File: src/rtl/piso_feeder.sv
// Parallel-in serial-out feeder for the sequence detector. A single holding
// register double-buffers the input so that consecutive words stream out gap-free.
module piso_feeder #(
  parameter int WIDTH     = 8,
  parameter bit MSB_FIRST = 1'b1,
  parameter int DIV       = 1
) (
  input  logic             clk,
  input  logic             rst,
  input  logic [WIDTH-1:0] in_data,
  input  logic             in_valid,
  output logic             in_ready,
  output logic             x,
  output logic             x_valid,
  output logic             busy,
  output logic             word_done
);
  localparam int BW = $clog2(WIDTH);
  localparam int DW = (DIV > 1) ? $clog2(DIV) : 1;
  localparam int XB = MSB_FIRST ? WIDTH - 1 : 0;
  localparam logic [BW-1:0] BIT_LAST = BW'(WIDTH - 1);
  localparam logic [DW-1:0] DIV_LAST = DW'(DIV - 1);

  localparam logic [0:0] IDLE  = 1'b0;
  localparam logic [0:0] SHIFT = 1'b1;

  logic [0:0]       state;
  logic [WIDTH-1:0] shreg;
  logic [WIDTH-1:0] hold;
  logic             hold_full;
  logic [BW-1:0]    bit_cnt;
  logic [DW-1:0]    div_cnt;
  logic [WIDTH-1:0] shreg_adv;

  assign shreg_adv = MSB_FIRST ? {shreg[WIDTH-2:0], 1'b0} : {1'b0, shreg[WIDTH-1:1]};

  // The shifter is cleared whenever it goes idle, so x reads straight off a flop
  // and is 0 outside a word without any gating.
  assign x        = shreg[XB];
  assign x_valid  = (state == SHIFT);
  assign in_ready = ~hold_full;
  assign busy     = (state == SHIFT) | hold_full;

  always_ff @(posedge clk or negedge rst) begin
    if (!rst) begin
      state     <= IDLE;
      shreg     <= '0;
      hold      <= '0;
      hold_full <= 1'b0;
      bit_cnt   <= '0;
      div_cnt   <= '0;
      word_done <= 1'b0;
    end else begin
      word_done <= 1'b0;
      // Accept needs hold empty, transfer needs hold full: never the same edge.
      if (in_valid && !hold_full) begin
        hold      <= in_data;
        hold_full <= 1'b1;
      end
      case (state)
        IDLE: begin
          if (hold_full) begin
            shreg     <= hold;
            hold_full <= 1'b0;
            bit_cnt   <= '0;
            div_cnt   <= '0;
            state     <= SHIFT;
          end
        end
        default: begin
          if (div_cnt == DIV_LAST) begin
            div_cnt <= '0;
            if (bit_cnt == BIT_LAST) begin
              bit_cnt   <= '0;
              word_done <= 1'b1;
              if (hold_full) begin
                shreg     <= hold;
                hold_full <= 1'b0;
              end else begin
                shreg <= '0;
                state <= IDLE;
              end
            end else begin
              bit_cnt <= bit_cnt + 1'b1;
              shreg   <= shreg_adv;
            end
          end else begin
            div_cnt <= div_cnt + 1'b1;
          end
        end
      endcase
    end
  end
endmodule
File: config.mk
export PLATFORM = sky130hd
export DESIGN_NAME = piso_feeder
export DESIGN_NICKNAME = d
export VERILOG_FILES = /design/src/rtl/piso_feeder.sv
export SDC_FILE = /design/constraint.sdc
export NUM_CORES = 1
export LEC_CHECK = 0
export CORE_MARGIN = 10
export CORE_UTILIZATION = 59
export CTS_BUF_LIST = sky130_fd_sc_hd__clkbuf_8
export DETAILED_ROUTE_END_ITERATION = 7
export PLACE_DENSITY = 0.86
export SYNTH_ARGS = -nofsm -noshare
export SYNTH_HDL_FRONTEND = slang
export SYNTH_SLANG_ARGS = --single-unit
File: constraint.sdc
create_clock -name clk -period 3.9 [get_ports clk]
set_input_delay 0.78 -clock clk [delete_from_list [all_inputs] [get_ports clk]]
set_output_delay 0.78 -clock clk [all_outputs]
set_load 0.05 [all_outputs]
# --- Word-level counts from Yosys, hierarchy flattened ---
# Index checks and enable logic that the tools add are counted.
totals:
  register_bits: 23
  memories: 0
  wordCells: 41
  ram_bits: 0
  romBits: 0
  latch_bits: 0
  out_inout_bits: 5
  input_bits: 11
op_classes:
  mux: 24
  n_bitwise: 2
  shift: 0
  n_div: 0
  n_eq_ne: 2
  addsub: 2
  order_cmp: 0
  reduce_logical: 4
  multipliers: 0
op_table:
  columns: ["cell", "n"]
  rows:
  - ["two-way mux 8 bit", 5]
  - ["two-way mux 1 bit", 15]
  - ["two-way mux 3 bit", 4]
  - ["adder 3 x 1 -> 3 bit (second input constant)", 1]
  - ["== test 3 bit (second input constant)", 1]
  - ["inequality test 2 bit (second input constant)", 1]
  - ["AND reduction 2 bit", 1]
  - ["nonzero test 2 bit", 1]
  - ["adder 1 bit (second input constant)", 1]
  - ["logical AND 1 bit", 1]
  - ["logical NOT 1 bit", 1]
  - ["NOT 1 bit", 1]
  - ["OR 1 bit", 1]

# --- Longest topological paths before layout ---
depth:
  ltp_word: 7
  mapped_depth: 5
  ltp_nobuf: 4

# --- Worst setup path before layout ---
# No wires, ideal clock.
synth_path:
  kind: "register to output"
  start: "register state, in the netlist x_valid"
  end: "output busy"
  stages_incl_launch_ff: 4
  required_ns: 3.120
  path_slack_ns: 1.877
  n_path_buf: 1
  arrival_time_ns: 1.243
  path_cell_list: "dfrtp_1 -> buf_4 -> nor2_2 -> inv_1"
synth_between:
  elab_chain_len: 1
synth_lines:
  columns: ["item", "line", "source"]
  rows:
  - ["start, declared", "27", "logic [0:0] state;"]
  - ["start signal, assigned", "46", "state <= IDLE;"]
  - ["start signal, assigned", "67", "state <= SHIFT;"]
  - ["start signal, assigned", "81", "state <= IDLE;"]
  - ["OR 1 bit", "42", "assign busy = (state == SHIFT) | hold_full;"]
  - ["end, declared", "15", "output logic busy,"]
# Every way passes these cells.

# --- Worst setup path in the final report ---
layout_path:
  start: "register hold_full"
  end: "output busy"
layout_between:
  elab_chain_len: 1
layout_lines:
  columns: ["item", "line", "source"]
  rows:
  - ["start, declared", "30", "logic hold_full;"]
  - ["start signal, assigned", "49", "hold_full <= 1'b0;"]
  - ["start signal, assigned", "58", "hold_full <= 1'b1;"]
  - ["start signal, assigned", "64", "hold_full <= 1'b0;"]
  - ["OR 1 bit", "42", null]
# Every way passes these cells.

==> flow_summary.toml <==
[outcome]
outcome = "finished clean"

[finish]
postLayoutCellArea_um2 = 1300
layout-drive-gt1-share = 0.2396
diodes = 0
layout_commonest_cell = "dfrtp_1"
final-instance-count-excl-fill = 121
nets = 111
syn_to_final_growth_pct = 18.47
layout_common_cells = "22 x dfrtp_1, 15 x clkdlybuf4s50_1, 8 x mux2_4"

[floorplanning]
die_height_um = 63.13
die_w_um = 63.13
coreArea_um2 = 1745
io_pins = 16
initial_core_util = 0.6287
rows = 15
dieArea_um2 = 3985

[clock_network]
post_cts_buffers = 0
clock_sinks = 22
cts_resized = 0
cts_made_buffers = 3
root_buffer = "clkbuf_8"
cts_buffer_depth = 2
cts_tree = "built"
insertion_delay_ns = 0.27
postCtsHoldBufs = 0
h-tree-depth = 1
clkTransAtPathRegs_ns = 0.09

[sta]
setup_ws_ns = 1.007
fin_crit_ns = 2.893
worstMarginPinSlew_ns = 0.9501
slew_violations = 0
hold_viol_final = 0
slew-limit-headroom = 0.3646
fmax_mhz = 345.6
holdWs_ns = 0.5247
rsz0062_at_grt = "no"
finalCritPeriodShare = 0.7419
fin_worst_skew_ns = 0.007439
fin_setup_tns_ns = 0
setup_viol = 0

[grt]
grt_remaining_overflow = 0
grt_max_degree = 23
grt_pass1_vias = 681
antenna_found_initial = 0
gr-usage-all-layers = 0.1014
grt_pass1_wl_mm = 3.318

[synthesis]
synth.area.mux_share = 0.1733
synth_fp_nets = 96
synth_compound_area_frac = 0.1288
synth_seq_cells = 22
synth_cell_types = 22
avgSynthCellArea_um2 = 13.38
synth_top_family_by_area = "multiplexers"
synth.yosys.seq_area_share = 0.5017
ys_warn_count = 0
synthSimpleGateAreaFrac = 0.1026
synth_xor_area_frac = 0
synthAdderAreaFrac = 0.03421
syn-instance-count = 82
synth_area_um2 = 1097

[hold_path]
hold-path-cell-count = 1
hp-class = "reg -> reg"
hp-start = "hold[1]$_DFFE_PN0P_"
hold_end = "hold[1]$_DFFE_PN0P_"

[pwr]
p_leak_nw = 0.5833
p_int_mw = 0.7086
p_sw_mw = 0.3982
switching_share = 0.3598
p_per_area_nw_per_um2 = 851.4
p_comb_frac = 0.397
max-vdd-ir-drop_mv = 0.6168
clkPwrFrac = 0.194
power_frac_seq = 0.409

[worst_setup_path]
r2r-end = "hold[1]$_DFFE_PN0P_"
arrival_ns = 2.11
path_max_fanout = 21
critical_path_class = "reg -> out"
cpMaxStageDelayCell = "dfrtp_1"
ff2ff_path_depth = 3
cp_cell_sequence = "nor2_2 -> inv_1 -> clkdlybuf4s50_1"
rrSetupSlack_ns = 2.12
crit_required_ns = 3.12
r2r_start = "hold_full$_DFF_PN0_"
end_kind = "output pin"
slowest_delay_ns = 0.85
start_kind = "flip-flop"

[routing]
routed_wl_mm = 1.958
ant_nets = 0
drc_errors = 0
drt_iter0_markers = 14
via_per_inst = 5.669
wire_per_inst_um = 16.18
vias = 686
drt_pass1_iterations = 4

[place]
pre_cts_ws_ns = 1.284
placed_area_um2 = 1229
place_hpwl_mm = 1.399
globalplace.congestion = 0.7265
io_buffers = 15
dp.cells = 117

[job]
cap_violations = 0
==> stage by stage <==
step                      total power [mW]    util
final                                1.107  0.7448
after global routing                 1.179  0.7448
after CTS                            1.117  0.7448
after detailed placement            0.9008  0.7039
after global placement              0.8751  0.7039
after floorplan                     0.8156       -
==> layer usage <==
layer,up-vias,track usage,share of wire
met5,-,0,0
met4,0,0.008380,0
met3,0,0.04770,0.050
met2,14,0.1713,0.52
met1,348,0.1180,0.43
li1,324,-,-
==> registers in the layout, summed over array words and instances, names as in the netlist <==
register   flops
bit_cnt        3
hold           8
hold_full      1
shreg          8
word_done      1
x_valid        1
==> area by class of cell <==
cell class	instances	area [um2]
multi-input combinational	52	481.7
sequential	22	550.5
fill	123	445.4
inverter	2	7.507
clock buffer	3	41.29
timing repair buffer	16	157.7
tap	25	31.28
clock inverter	1	30.03
==> critical path, delay by kind of cell, from the launching register on <==
kind	cells	cell delay [ns]
buffers and inverters	2	0.89
DFF	1	0.85
and+or+nand+nor	1	0.10
==> how the worst max path moves through the flow <==
stage          slack, ns  cells past startpoint  endpoint                start
6_report            1.01                      3      busy  hold_full$_DFF_PN0_
5_1_grt             0.88                      3      busy  hold_full$_DFF_PN0_
3_5_place_dp        1.28                      3      busy    x_valid$_DFF_PN0_
4_1_cts             0.99                      3      busy    x_valid$_DFF_PN0_
3_3_place_gp        1.32                      3      busy    x_valid$_DFF_PN0_
2_1_floorplan       1.88                      3      busy    x_valid$_DFF_PN0_
==> synthesized netlist by cell type <==
library cell	count	area share
buf_6	4	0.041
mux2i_1	7	0.064
nand3b_1	1	0.0068
or3b_2	1	0.0080
nand3_1	7	0.032
a22o_1	3	0.024
nor2_1	1	0.0034
dfrtp_1	22	0.50
o21ai_1	1	0.0046
inv_1	2	0.0068
nor2b_1	2	0.011
nor2_2	1	0.0057
o221ai_2	6	0.082
buf_4	1	0.0068
a21o_1	1	0.0068
mux2_4	8	0.11
o211ai_2	1	0.011
buf_2	1	0.0046
nand2_1	7	0.024
and2_1	1	0.0057
ha_1	3	0.034
or2_2	1	0.0057
==> kinds of logic (layout without fill, tap and decap cells) <==
kind of cell               after synthesis  after routing
adders and majority gates                3              3
DFF                                     22             22
muxes                                   15             15
buffers and inverters                    8             22
and+or+nand+nor                         22             22
AOI/OAI and AO/OA                       12             12
==> power groups by stage <==
stage	Clock (mW)	Sequential (mW)	Combinational, mW
detailed placement	0	0.455	0.446
finish	0.215	0.453	0.439
CTS	0.217	0.453	0.447
floorplan	0	0.424	0.391
global route	0.229	0.471	0.478
global placement	0	0.447	0.428
(Power assumes the default switching activity.)
